## src/rtl/lcd_frame_monitor.sv

```systemverilog
`default_nettype none
// ============================================================================
// Module   : lcd_frame_monitor
// Purpose  : Per-frame geometry, period and pixel-checksum observer for an
//            LCD RGB/DEN/HSD/VSD stream sampled on pixel-clock enables.
// Revision : 1.0 - initial release
// ============================================================================
module lcd_frame_monitor #(
    parameter int H_ACTIVE = 800,
    parameter int V_ACTIVE = 480,
    parameter int DATA_W   = 24,
    parameter int CNT_W    = 12,
    parameter bit SYNC_POL = 1'b0
) (
    input  logic              clk,
    input  logic              rst_n,
    input  logic              pix_ce,
    input  logic              de,
    input  logic              hsync,
    input  logic              vsync,
    input  logic [DATA_W-1:0] rgb,
    input  logic              clr_err,
    output logic              locked,
    output logic              frame_done,
    output logic [31:0]       frame_sum,
    output logic [CNT_W-1:0]  line_count,
    output logic [CNT_W-1:0]  line_len,
    output logic [CNT_W-1:0]  h_total,
    output logic [15:0]       frame_count,
    output logic              err_hlen,
    output logic              err_vlen
);
    localparam logic [0:0]       WAIT_SYNC = 1'b0;
    localparam logic [0:0]       IN_FRAME  = 1'b1;
    localparam logic [CNT_W-1:0] C_H_EXP   = CNT_W'(H_ACTIVE);
    localparam logic [CNT_W-1:0] C_V_EXP   = CNT_W'(V_ACTIVE);
    localparam logic [CNT_W-1:0] C_CNT_MAX = {CNT_W{1'b1}};

    logic [0:0]       r_state;
    logic [0:0]       w_next_state;
    logic             r_de_q;
    logic             r_hs_q;
    logic             r_vs_q;
    logic [CNT_W-1:0] r_pix_cnt;
    logic [CNT_W-1:0] r_hcnt;
    logic [CNT_W-1:0] r_line_cnt;
    logic [31:0]      r_acc;

    logic             w_in_frame;
    logic             w_vs_edge;
    logic             w_hs_edge;
    logic             w_boundary;
    logic             w_line_close;
    logic             w_hlen_bad;
    logic             w_vlen_bad;
    logic [CNT_W-1:0] w_pix_inc;
    logic [CNT_W-1:0] w_hcnt_inc;
    logic [CNT_W-1:0] w_line_total;
    logic [CNT_W-1:0] w_start_cnt;
    logic [31:0]      w_pix_val;
    logic [31:0]      w_start_acc;

    assign w_in_frame   = (r_state == IN_FRAME);
    assign w_vs_edge    = pix_ce && (vsync == SYNC_POL) && (r_vs_q != SYNC_POL);
    assign w_hs_edge    = pix_ce && (hsync == SYNC_POL) && (r_hs_q != SYNC_POL);
    assign w_boundary   = w_in_frame && w_vs_edge;
    // A line closes on a DE fall, or is force-closed by the frame boundary.
    assign w_line_close = w_in_frame && pix_ce && r_de_q && (!de || w_vs_edge);
    assign w_pix_inc    = r_pix_cnt + CNT_W'(r_pix_cnt != C_CNT_MAX);
    assign w_hcnt_inc   = r_hcnt + CNT_W'(r_hcnt != C_CNT_MAX);
    assign w_line_total = r_line_cnt + CNT_W'(w_line_close && (r_line_cnt != C_CNT_MAX));
    assign w_hlen_bad   = w_line_close && (r_pix_cnt != C_H_EXP);
    assign w_vlen_bad   = w_boundary && (w_line_total != C_V_EXP);
    assign w_pix_val    = 32'(rgb);
    assign w_start_cnt  = CNT_W'(de);
    assign w_start_acc  = de ? w_pix_val : 32'd0;

    always_ff @(posedge clk or negedge rst_n) begin
        if (!rst_n) r_state <= WAIT_SYNC;
        else        r_state <= w_next_state;
    end

    always_comb begin
        w_next_state = r_state;
        case (r_state)
            WAIT_SYNC: if (w_vs_edge) w_next_state = IN_FRAME;
            default:   w_next_state = IN_FRAME;
        endcase
    end

    always_comb begin
        locked = (r_state == IN_FRAME);
    end

    always_ff @(posedge clk or negedge rst_n) begin
        if (!rst_n) begin
            r_de_q <= 1'b0;
            r_hs_q <= !SYNC_POL;
            r_vs_q <= !SYNC_POL;
        end else if (pix_ce) begin
            r_de_q <= de;
            r_hs_q <= hsync;
            r_vs_q <= vsync;
        end
    end

    // A vsync edge (entry or boundary) restarts accumulation; the edge pixel belongs to the new frame.
    always_ff @(posedge clk or negedge rst_n) begin
        if (!rst_n) begin
            r_pix_cnt  <= '0;
            r_acc      <= '0;
            r_line_cnt <= '0;
            r_hcnt     <= '0;
        end else begin
            if (w_vs_edge) begin
                r_pix_cnt  <= w_start_cnt;
                r_acc      <= w_start_acc;
                r_line_cnt <= '0;
            end else if (w_in_frame && pix_ce) begin
                r_line_cnt <= w_line_total;
                if (de) begin
                    r_pix_cnt <= w_pix_inc;
                    r_acc     <= r_acc + w_pix_val;
                end else begin
                    r_pix_cnt <= '0;
                end
            end
            if (w_in_frame && pix_ce) r_hcnt <= w_hs_edge ? '0 : w_hcnt_inc;
        end
    end

    always_ff @(posedge clk or negedge rst_n) begin
        if (!rst_n) begin
            frame_done  <= 1'b0;
            frame_sum   <= '0;
            line_count  <= '0;
            line_len    <= '0;
            h_total     <= '0;
            frame_count <= '0;
        end else begin
            frame_done <= w_boundary;
            if (w_line_close)             line_len <= r_pix_cnt;
            if (w_in_frame && w_hs_edge)  h_total  <= w_hcnt_inc;
            if (w_boundary) begin
                line_count  <= w_line_total;
                frame_sum   <= r_acc;
                frame_count <= frame_count + 16'd1;
            end
        end
    end

    always_ff @(posedge clk or negedge rst_n) begin
        if (!rst_n) begin
            err_hlen <= 1'b0;
            err_vlen <= 1'b0;
        end else begin
            if (w_hlen_bad)   err_hlen <= 1'b1;
            else if (clr_err) err_hlen <= 1'b0;
            if (w_vlen_bad)   err_vlen <= 1'b1;
            else if (clr_err) err_vlen <= 1'b0;
        end
    end
endmodule
`default_nettype wire
```

## config.mk

```make
export PLATFORM = sky130hd
export DESIGN_NAME = lcd_frame_monitor
export DESIGN_NICKNAME = d
export VERILOG_FILES = /design/src/rtl/lcd_frame_monitor.sv
export SDC_FILE = /design/constraint.sdc
export NUM_CORES = 1
export LEC_CHECK = 0
export ABC_CLOCK_PERIOD_IN_PS = 3000
export BUFFER_PORTS_ARGS = -buffer_cell sky130_fd_sc_hd__buf_2
export CAP_MARGIN = 30
export CORE_ASPECT_RATIO = 0.7
export CORE_MARGIN = 5
export CORE_UTILIZATION = 50
export CTS_CLUSTER_SIZE = 16
export DETAILED_ROUTE_END_ITERATION = 10
export PLACE_DENSITY = 0.82
export SLEW_MARGIN = 5
export SYNTH_ARGS = -nofsm -noshare
export SYNTH_HDL_FRONTEND = slang
export SYNTH_SLANG_ARGS = --single-unit
```

## constraint.sdc

```tcl
create_clock -name clk -period 3 [get_ports clk]
set_input_delay 0.6 -clock clk [delete_from_list [all_inputs] [get_ports clk]]
set_output_delay 0.6 -clock clk [all_outputs]
set_load 0.05 [all_outputs]
```

==> impl_metrics.csv, run 1 <==
group,metric,value,unit
synthesis,async_flop_share,1.00,
setup_path,endpoint_kind,"register",
synthesis,syn-num-nets,958,
synthesis,syn_inst,895,
floorplan,start_util,0.506,
floorplan,die_area,0.0191,mm^2
drt,drt_wl_total,20300,um
grt,grt_pass1_wl,33400,um
power,power.density,858,mW/mm^2
place,place_area,0.00924,mm^2
drt,wl_per_cell,16.1,um
clock_tree,clkSinkCount,159,
sta,clock-skew-final,0.0117,ns
power,p_leak,4.79,nW
clock_tree,clockBufferDepth,2,
power,ir_worst_vdd,0.649,mV
clock_tree,cts_made_buffers,17,
floorplan,pin_count,119,
drt,firstDrtPassIters,5,
outcome,status,"finished, final reports clean",
grt,antenna_found_initial,1,
floorplan,rows,39,
drt,met1Wirelength,9640,um
grt,grt_max_degree,63,
grt,grt_overflow,0,
synthesis,ys_seq_area_frac,0.484,
synthesis,syn_avg_cell_area,9.18,um^2
synthesis,yosys-top-cells-area,"dfrtp_1 48%, nand2_1 9.0%, ha_1 4.7%",
layout,drive_gt1_frac,0.212,
clock_tree,clk_pin_slew,0.06,ns
setup_path,cp_data_arrival_time,3.06,ns
drt,top_layer_used,"met5",
layout,nNetsFinal,1089,
setup_path,start_kind,"register",
sta,final.setup.worst_slack,0.259,ns
setup_path,critical_path_class,"register to register",
clock_tree,cts_root_buf,"clkbuf_16",
drt,wl_met3,1590,um
drt,viasPerCell,5.49,
drt,drc_errors,0,
sta,fmax,365,MHz
sta,worst_slew_pin_slew,0.642,ns
grt,grt_usage,0.219,
clock_tree,insertion_delay,0.43,ns
sta,post-route-period-util,0.914,
layout,stdcell_area,0.00984,mm^2
clock_tree,htreeDepth,4,
place,io_buffers,118,
layout,n_fill_cell,1390,
grt,grt_pass1_vias,6633,
setup_path,r2r_cells,12,
synthesis,dominantRegCellSynth,"dfrtp_1",
synthesis,synth.top_cell.area_share,0.478,
place,dp_hpwl,14300,um
layout,synthToLayoutAreaGrowth,19.7,%
clock_tree,cts_tree,"done",
place,dp_slack,-0.0759,ns
power,power,8.45,mW
layout,antennaDiodeCount,0,
clock_tree,cts_setup_buffers,0,
sta,finalHoldViolCount,0,
setup_path,cp_max_fo,5,
synthesis,synth_edf_count,0,
floorplan,die_h,117,um
synthesis,synth_cell_types,58,
setup_path,rrSetupSlack,0.26,ns
setup_path,reg2reg_to,"r_acc[30]$_DFFE_PN0P_",
drt,drtAntennaViolNets,0,
synthesis,yosys.area.top_type,"dfrtp_1",
floorplan,dieWidth,163,um
drt,route.met2.wl,8940,um
sta,drv_slew,0,
worst_hold_path,hold_path_class,"input pin to async pin",
synthesis,synth_area,0.00822,mm^2
synthesis,ys_ff_latch,159,
synthesis,ys_warn_count,0,
sta,rsz0062_at_grt,"false",
floorplan,core-area,0.0162,mm^2
drt,vias,6945,
drt,dr.first_iter.drc_count,479,
sta,setup_viol,0,
job,cap_viol_max_count,0,
sta,maxSlewHeadroom,0.571,
setup_path,reg2reg_from,"r_acc[0]$_DFFE_PN0P_",
sta,fin_crit,2.74,ns
setup_path,required,3.32,ns
place,place.gp.congestion,0.872,
[critical path: stages (launching register included)]
cell and delay, ns:
dfrtp_1 0.39, ha_1 0.19, inv_1 0.06, fa_1 0.38, and2b_1 0.24, o211ai_2 0.11
a31oi_4 0.23, a22o_1 0.21, a211oi_4 0.08, a31o_2 0.29, a211oi_1 0.26, xnor2_1 0.15
nor2_1 0.05
[where the power goes]
| part | leakage, nW | internal, mW | switching [mW] | total, mW |
|---|---|---|---|---|
| sequential | 2.09 | 2.58 | 0.362 | 2.95 |
| clock | 0.282 | 1.26 | 0.893 | 2.15 |
| combinational | 2.42 | 1.16 | 2.19 | 3.35 |
[per-layer routing]
metal  vias to the layer above  GRT usage
met1                      3339      0.312
met3                        20     0.0651
li1                       3363          -
met4                         2     0.0514
met5                         -          0
met2                       221      0.333
[metrics by stage]
stage / hold WS (ns) / instances / TNS, ns / utilization
5_1_grt: 0.169 / 1264 / 0 / 0.606
3_3_place_gp: 0.453 / 1232 / -0.130 / 0.568
6_report: 0.139 / 1264 / 0 / 0.606
2_1_floorplan: 0.304 / 895 / 0 / -
3_5_place_dp: 0.457 / 1232 / -0.392 / 0.568
4_1_cts: 0.156 / 1264 / 0 / 0.605
[cell type report]
| class | count | area (um^2) | area share |
|---|---|---|---|
| repair buffers | 149 | 842 | 0.0856 |
| inverters | 15 | 56.3 | 0.00572 |
| clock inverters | 10 | 100 | 0.0102 |
| well taps | 225 | 282 | 0.0286 |
| clock buffers | 22 | 494 | 0.0502 |
| multi-input cells | 684 | 4090 | 0.415 |
| flip-flops and latches | 159 | 3980 | 0.405 |
[logic make-up (layout without fill, tap and decap cells)]
kind of cell | Yosys count | in the layout | share of synthesized area
and+or+nand+nor | 376 | 376 | 0.200
xor gates and xnor gates | 68 | 68 | 0.0725
buffers and inverters | 52 | 196 | 0.0241
adders and majority gates | 32 | 32 | 0.0496
muxes | 16 | 16 | 0.0219
AOI/OAI and AO/OA | 192 | 192 | 0.148
DFF | 159 | 159 | 0.484
[Yosys cell counts (11+ instances only)]
master      n
o21ai_0    77
ha_1       31
a21oi_1    38
xnor2_1    40
nand3_1    32
inv_1      14
a221oi_1   12
xor2_1     28
nor2_1     78
nand2_1   197
clkbuf_1   29
nand4_1    11
and3_1     17
dfrtp_1   157
mux2_2     16
[state kept, by name, summed over array words and instances, names as in the netlist]
register and flops:
frame_count 16, r_de_q 1, r_acc 32, r_hs_q 1, line_count 12, err_vlen 1, r_hcnt 12, locked 1
frame_sum 32, err_hlen 1, frame_done 1, h_total 12, r_vs_q 1, line_len 12, r_pix_cnt 12, r_line_cnt 12
[layout by cell type (no fill, tap or decap), drive strengths merged, types with 2 or more instances in the layout]
master / netlist / routed
nand2: 197 / 197
dfrtp: 157 / 157
buf: 8 / 149
o21ai: 79 / 79
nor2: 78 / 78
xnor2: 40 / 40
a21oi: 38 / 38
nand3: 32 / 32
ha: 31 / 31
xor2: 28 / 28
clkbuf: 29 / 22
inv: 15 / 18
and3: 17 / 17
mux2: 16 / 16
a221oi: 13 / 13
nand4: 11 / 11
a21o: 10 / 10
o31ai: 8 / 8
and2: 8 / 8
or3: 7 / 7
a22oi: 7 / 7
a22o: 6 / 6
a211oi: 6 / 6
nor2b: 5 / 5
o21a: 5 / 5
nand2b: 4 / 4
clkinvlp: 0 / 4
a31oi: 4 / 4
o211ai: 4 / 4
nor3: 3 / 3
a211o: 2 / 2
and4: 2 / 2
or2: 2 / 2
a21boi: 2 / 2
nor4: 2 / 2
a32oi: 2 / 2
dfstp: 2 / 2
and2b: 2 / 2
clkinv: 0 / 2
[how the worst max path moves through the flow]
stage                                    start  slack (ns)               endpoint
after detailed placement                rgb[0]       -0.08  r_acc[26]$_DFFE_PN0P_
after global placement                  rgb[0]       -0.04  r_acc[26]$_DFFE_PN0P_
after global routing      r_acc[0]$_DFFE_PN0P_        0.04  r_acc[28]$_DFFE_PN0P_
after CTS                   r_vs_q$_DFFE_PN1P_        0.18   err_vlen$_DFFE_PN0P_
final                     r_acc[0]$_DFFE_PN0P_        0.26  r_acc[30]$_DFFE_PN0P_
after floorplan                          vsync        0.01   err_vlen$_DFFE_PN0P_
[what timing repair did]
item	CTS	global route
hold buffers	0	0
gates resized for setup	0	2
endpoints found under the setup margin	0	2
Power figures use the tool's default switching activity.
==> run 2: changes to the inputs <==
--- a/config.mk
+++ b/config.mk
@@ -5,15 +5,17 @@
 export SDC_FILE = /design/constraint.sdc
 export NUM_CORES = 1
 export LEC_CHECK = 0
+export ABC_AREA = 1
 export ABC_CLOCK_PERIOD_IN_PS = 3000
 export BUFFER_PORTS_ARGS = -buffer_cell sky130_fd_sc_hd__buf_2
 export CAP_MARGIN = 30
 export CORE_ASPECT_RATIO = 0.7
 export CORE_MARGIN = 5
-export CORE_UTILIZATION = 50
+export CORE_UTILIZATION = 46
 export CTS_CLUSTER_SIZE = 16
 export DETAILED_ROUTE_END_ITERATION = 10
-export PLACE_DENSITY = 0.82
+export GPL_TIMING_DRIVEN = 0
+export PLACE_DENSITY = 0.77
 export SLEW_MARGIN = 5
 export SYNTH_ARGS = -nofsm -noshare
 export SYNTH_HDL_FRONTEND = slang
==> run 2 against run 1 <==
Via count up 18%. Sequential share of layout area down 2.6 points. Critical path depth up 5. Global-route usage down 0.45 points. Area after synthesis up 8.3%. Clock skew down 0.00082 ns. Largest power group unchanged. Highest routed layer is now met4.
==> impl_metrics.csv, run 2 <==
group,metric,value,unit
outcome,status,"finished, final reports clean",
clock_tree,cts_tree,"done",
clock_tree,clk_pin_slew,0.07,ns
grt,busiest_layer,"met1",
floorplan,die_area,0.0223,mm^2
floorplan,rows,42,
synthesis,synth_area,0.00890,mm^2
setup_path,cp_max_fo,16,
clock_tree,htreeDepth,4,
grt,grt_max_degree,102,
grt,grt_use_met2,0.316,
synthesis,ys_top_cells_by_count,"395 x nand2_1, 164 x inv_1, 157 x dfrtp_1",
setup_path,rrSetupSlack,0.21,ns
drt,dr.first_iter.drc_count,862,
place,io_buffers,118,
drt,drt_wl_total,23800,um
synthesis,yosysMostFrequentCell,"nand2_1",
floorplan,dieWidth,176,um
floorplan,pin_count,119,
drt,vias,8219,
synthesis,syn_inst,1203,
synthesis,synth_edf_count,0,
drt,wl_per_cell,14.7,um
clock_tree,clockBufferDepth,2,
setup_path,crit_top_cell,"nand2_1",
setup_path,reg2reg_to,"err_vlen$_DFFE_PN0P_",
sta,drv_slew,0,
synthesis,yosys.area.top_type,"dfrtp_1",
setup_path,cp_data_arrival_time,3.11,ns
synthesis,synth_cell_types,37,
synthesis,syn-num-nets,1266,
synthesis,async_flop_share,1.00,
clock_tree,cts_made_buffers,17,
grt,grtUsageMet3,0.0455,
sta,setup_viol,0,
setup_path,endpoint_kind,"register",
layout,drive_gt1_frac,0.135,
layout,final_cell_mix,"395 x nand2_1, 163 x inv_1, 157 x dfrtp_1",
sta,maxSlewHeadroom,0.518,
sta,fin_crit,2.79,ns
clock_tree,cts_root_buf,"clkbuf_16",
setup_path,worstPathCellList,"nand2_1 > nand2_1 > inv_1 > nor3_4 > inv_4 > a31oi_2 > ha_1 > nand2_1 > nor2_4 > nand2_1 > nor2_1 > xor2_1 > nand2_1 > nor2_1 > nand3_1 > nand2_1 > nand2_1",
grt,grt_pass1_vias,7687,
clock_tree,insertion_delay,0.43,ns
floorplan,core-area,0.0190,mm^2
clock_tree,ctsHoldBuffers,0,
sta,finalHoldViolCount,0,
floorplan,die_h,126,um
layout,nNetsFinal,1405,
setup_path,slowest_stage,"dfstp_2",
setup_path,reg2reg_from,"r_vs_q$_DFFE_PN1P_",
sta,fmax,358,MHz
power,power.density,851,mW/mm^2
synthesis,yosys-top-cells-area,"dfrtp_1 44%, nand2_1 17%, inv_1 6.9%",
grt,grt_overflow,0,
synthesis,ys_warn_count,0,
sta,clock-skew-final,0.0109,ns
setup_path,critical_path_class,"register to register",
drt,viasPerCell,5.08,
synthesis,syn_avg_cell_area,7.40,um^2
synthesis,dominantRegCellSynth,"dfrtp_1",
power,power,8.95,mW
grt,grt_usage,0.214,
grt,antenna_found_initial,1,
drt,firstDrtPassIters,5,
grt,grtUsageMet1,0.324,
clock_tree,clkSinkCount,159,
layout,synthToLayoutAreaGrowth,18.2,%
sta,holdWs,0.0796,ns
synthesis,ys_seq_area_frac,0.447,
synthesis,ys_ff_latch,159,
place,dp_hpwl,18000,um
layout,top_regs,"frame_sum: 32 flops, r_acc: 32 flops, frame_count: 16 flops",
worst_hold_path,hold_path_class,"input pin to async pin",
floorplan,start_util,0.469,
setup_path,start_kind,"register",
drt,drc_errors,0,
sta,worst_slew_pin_slew,0.723,ns
grt,grt_pass1_wl,39000,um
setup_path,slowest_delay,0.54,ns
sta,post-route-period-util,0.931,
job,cap_viol_max_count,0,
layout,layout_commonest_cell,"nand2_1",
power,p_leak,5.64,nW
layout,n_fill_cell,1805,
setup_path,r2r_cells,17,
power,ir_worst_vdd,0.585,mV
synthesis,synth.top_cell.area_share,0.441,
drt,drtAntennaViolNets,0,
setup_path,required,3.32,ns
place,place.gp.congestion,0.941,
run 2: layout make-up:
type                       count  area (um^2)  share of cell area
clock inverter                 9          159              0.0151
buffer                        28          120              0.0114
inverter                     168          633              0.0602
sequential                   159         3980               0.378
clock buffer                  21          450              0.0428
timing repair buffer         121          643              0.0611
tap                          264          330              0.0314
multi-input combinational    847         4200               0.399
antenna                        2         5.00            0.000476
run 2: timing repair:
item	4_1_cts	5_1_grt
gates cloned	0	0
endpoints found under the setup margin	7	6
resized for setup	2	7
buffers inserted	0	2
run 2: worst max-delay path by stage:
stage / start / to / slack (ns) / depth (start not counted)
4_1_cts: r_vs_q$_DFFE_PN1P_ / err_vlen$_DFFE_PN0P_ / 0.06 / 17
5_1_grt: r_vs_q$_DFFE_PN1P_ / err_vlen$_DFFE_PN0P_ / -0.01 / 17
6_report: r_vs_q$_DFFE_PN1P_ / err_vlen$_DFFE_PN0P_ / 0.21 / 17
3_5_place_dp: pix_ce / err_vlen$_DFFE_PN0P_ / -0.56 / 21
2_1_floorplan: locked$_DFF_PN0_ / err_vlen$_DFFE_PN0P_ / 0.11 / 16
3_3_place_gp: rst_n / frame_sum[18]$_DFFE_PN0P_ / -1.11 / 1
run 2: cells by family after synthesis:
group                      share of synthesized area
and+or+nand+nor                                0.287
buffers and inverters                         0.0847
DFF                                            0.447
adders and majority gates                     0.0458
AOI/OAI and AO/OA                              0.102
xor gates and xnor gates                      0.0334
run 2: power by group:
| group | internal, mW | switching [mW] |
|---|---|---|
| Clock | 1.41 | 0.870 |
| Sequential | 2.58 | 0.350 |
| Combinational | 1.11 | 2.64 |
run 2: metal layers:
layer | part of all wire | vias up
li1 | - | 4103
met1 | 0.50 | 3814
met2 | 0.42 | 264
met3 | 0.062 | 38
met4 | 0.017 | 0
met5 | 0 | -
run 2: worst max-delay path: cells and delay by family (launching register included):
| kind | cells | cell delay [ns] |
|---|---|---|
| AND/OR/NAND/NOR | 12 | 1.23 |
| flip-flops | 1 | 0.54 |
| XOR/XNOR | 1 | 0.24 |
| buffers and inverters | 2 | 0.23 |
| AO/OA/AOI/OAI | 1 | 0.23 |
| adder cells (fa/ha/maj) | 1 | 0.21 |
run 2: per-stage QoR:
stage	TNS, ns	area, um^2	cells	setup WS, ns	util
6_report	0	10500	1619	0.208	0.555
3_5_place_dp	-5.09	9860	1586	-0.562	0.520
5_1_grt	-0.0150	10500	1618	-0.0150	0.554
4_1_cts	0	10500	1615	0.0559	0.552
3_3_place_gp	-176.21	9830	1585	-1.11	0.518
2_1_floorplan	0	8900	1203	0.107	-
==> run 3: changes to the inputs <==
--- a/config.mk
+++ b/config.mk
@@ -6,7 +6,7 @@
 export NUM_CORES = 1
 export LEC_CHECK = 0
 export ABC_AREA = 1
-export ABC_CLOCK_PERIOD_IN_PS = 3000
+export ABC_CLOCK_PERIOD_IN_PS = 2400
 export BUFFER_PORTS_ARGS = -buffer_cell sky130_fd_sc_hd__buf_2
 export CAP_MARGIN = 30
 export CORE_ASPECT_RATIO = 0.7
@@ -15,6 +15,7 @@
 export CTS_CLUSTER_SIZE = 16
 export DETAILED_ROUTE_END_ITERATION = 10
 export GPL_TIMING_DRIVEN = 0
+export MAX_ROUTING_LAYER = met4
 export PLACE_DENSITY = 0.77
 export SLEW_MARGIN = 5
 export SYNTH_ARGS = -nofsm -noshare
==> constraint.sdc (replaced) <==
create_clock -name clk -period 2.4 [get_ports clk]
set_input_delay 0.48 -clock clk [delete_from_list [all_inputs] [get_ports clk]]
set_output_delay 0.48 -clock clk [all_outputs]
set_load 0.05 [all_outputs]
==> run 3 against run 2 <==
The flow now finishes with violations (setup timing). Sequential share of layout area down 1.1 points. Sequential power up 25%. Sequential cell count unchanged. Via count up 2.6%. Count of clock-buffer cells in the layout down 1. Highest routed layer unchanged.
==> impl_metrics.csv, run 3 (synthesis gave the netlist of run 2 again) <==
group,metric,value,unit
power,netSwitchingFraction,0.433,
grt,grt_usage,0.226,
sta,setup_viol,6,
drt,drc_errors,0,
sta,post-route-period-util,1.06,
setup_path,reg2reg_from,"r_vs_q$_DFFE_PN1P_",
power,p_int,6.39,mW
setup_path,cp_data_arrival_time,2.85,ns
drt,vias,8434,
job,cap_viol_max_count,0,
grt,grt_max_degree,111,
setup_path,rrSetupSlack,-0.13,ns
floorplan,core-area,0.0190,mm^2
sta,finalHoldViolCount,0,
power,share_comb_of_total_power,0.420,
place,place_area,0.00993,mm^2
power,p_sw,4.88,mW
place,dp_slack,-0.683,ns
sta,fin_setup_tns,-0.322,ns
clock_tree,cts_root_buf,"clkbuf_16",
layout,stdcell_area,0.0108,mm^2
setup_path,critical_path_class,"register to register",
sta,clock-skew-final,0.0107,ns
floorplan,die_area,0.0223,mm^2
drt,firstDrtPassIters,5,
grt,antenna_found_initial,1,
layout,drive_gt1_frac,0.168,
grt,grt_pass1_wl,39800,um
drt,wl_per_cell,15.0,um
layout,nNetsFinal,1425,
clock_tree,cts_made_buffers,17,
grt,grt_overflow,0,
layout,top_regs,"frame_sum: 32 flops, r_acc: 32 flops, frame_count: 16 flops",
power,power,11.3,mW
clock_tree,insertion_delay,0.43,ns
clock_tree,clkSinkCount,159,
setup_path,r2r_cells,16,
setup_path,required,2.72,ns
layout,synthToLayoutAreaGrowth,21.6,%
sta,worst_slew_pin_slew,0.638,ns
power,seqPwrFrac,0.325,
floorplan,dieWidth,176,um
worst_hold_path,min_path_cells,2,
layout,layout_commonest_cell,"nand2_1",
sta,rsz0062_at_grt,"true",
sta,maxSlewHeadroom,0.575,
outcome,status,"finished, violations left",
power,p_leak,5.79,nW
floorplan,start_util,0.469,
setup_path,start_kind,"register",
clock_tree,clk_pin_slew,0.06,ns
floorplan,pin_count,119,
place,place.gp.congestion,0.949,
drt,drtAntennaViolNets,0,
sta,fmax,395,MHz
power,p_clk_frac,0.255,
clock_tree,htreeDepth,4,
clock_tree,cts_tree,"done",
layout,instances_no_fill,1638,
place,placed_cells,1586,
worst_hold_path,worstHoldStart,"clr_err",
drt,viasPerCell,5.15,
outcome,failed_checks,"setup timing",
setup_path,cp_max_fo,3,
drt,drt_wl_total,24600,um
sta,drv_slew,0,
grt,grt_pass1_vias,7785,
drt,dr.first_iter.drc_count,950,
floorplan,rows,42,
layout,final_cell_mix,"385 x nand2_1, 161 x inv_1, 156 x dfrtp_1",
power,power.density,1040,mW/mm^2
place,io_buffers,118,
worst_hold_path,hold_path_class,"input pin to register",
place,dp_hpwl,17800,um
sta,final.setup.worst_slack,-0.133,ns
floorplan,die_h,126,um
clock_tree,clockBufferDepth,2,
sta,fin_crit,2.53,ns
setup_path,crit_start,"r_vs_q$_DFFE_PN1P_",
power,ir_worst_vdd,0.646,mV
setup_path,endpoint_kind,"register",
==> run 3: cell types whose count changed in the layout (fill, tap and decap cells not counted), moves of 3 or more <==
cell / change
buf_4: +17
nand2_1: -10
nand2_2: +7
nand2_4: +3
nand3_1: -5
nand3_2: +4
nor2_4: +3
o21ai_0: -5
o21ai_1: +3
==> run 3: per-stage QoR <==
| step | hold WS (ns) | util |
|---|---|---|
| final | 0.263 | 0.571 |
| after global routing | 0.265 | 0.571 |
| after CTS | 0.264 | 0.562 |
| after detailed placement | 0.412 | 0.523 |
| after global placement | 0.449 | 0.521 |
| after floorplan | 0.184 | - |
==> run 3: layer usage <==
layer  wire length (um)  track usage  vias to the layer above
met1              12000        0.330                     3941
met3               1720       0.0464                       31
met2              10500        0.329                      290
li1                   -            -                     4172
met4                343       0.0431                        0
met5                  0            -                        -
==> run 3: power groups by stage <==
stage / combinational, mW / clock (mW) / sequential, mW
after floorplan: 2.54 / 0 / 4.57
after global placement: 4.53 / 0 / 3.67
after detailed placement: 4.62 / 0 / 3.69
after CTS: 4.67 / 2.89 / 3.66
after global routing: 5.26 / 3.02 / 3.74
final: 4.73 / 2.88 / 3.66
==> run 3: path summary, 6_finish.rpt <==
check | endpoint
worst max register to register | err_vlen$_DFFE_PN0P_
worst min-delay path | err_hlen$_DFFE_PN0P_
worst max-delay path | err_vlen$_DFFE_PN0P_
max in group asynchronous | frame_count[1]$_DFFE_PN0P_
min in group asynchronous | h_total[8]$_DFFE_PN0P_
worst min register to register | frame_sum[29]$_DFFE_PN0P_
==> run 3: repair_timing <==
| item | CTS | global route |
|---|---|---|
| hold buffers | 1 | 0 |
| gates resized for setup | 9 | 27 |
| endpoints found under the hold margin | 47 | 0 |
| pin swaps | 11 | 16 |
| endpoints found under the setup margin | 10 | 17 |
| buffers inserted | 14 | 8 |
==> run 3: worst max-delay path: stages, from the launching register on <==
cell and delay (ns):
dfstp_2 0.54, nand2_2 0.06, nand2_2 0.08, inv_2 0.06, nor3_4 0.17, inv_4 0.07
a31oi_4 0.17, buf_4 0.15, ha_4 0.13, nand2_4 0.05, buf_4 0.13, xor2_1 0.33
nand4_1 0.15, nor2_1 0.11, nand3_1 0.10, nand2_1 0.07, nand2_1 0.05
==> run 3: cell type report <==
type / instances / area (um^2)
multi-input cells: 847 / 4350
well taps: 264 / 330
clock buffers: 20 / 447
repair buffers: 141 / 803
clock inverters: 10 / 161
inverters: 168 / 638
plain buffers: 28 / 120
fillers: 1741 / 8140
diodes: 1 / 2.50
flip-flops and latches: 159 / 3980
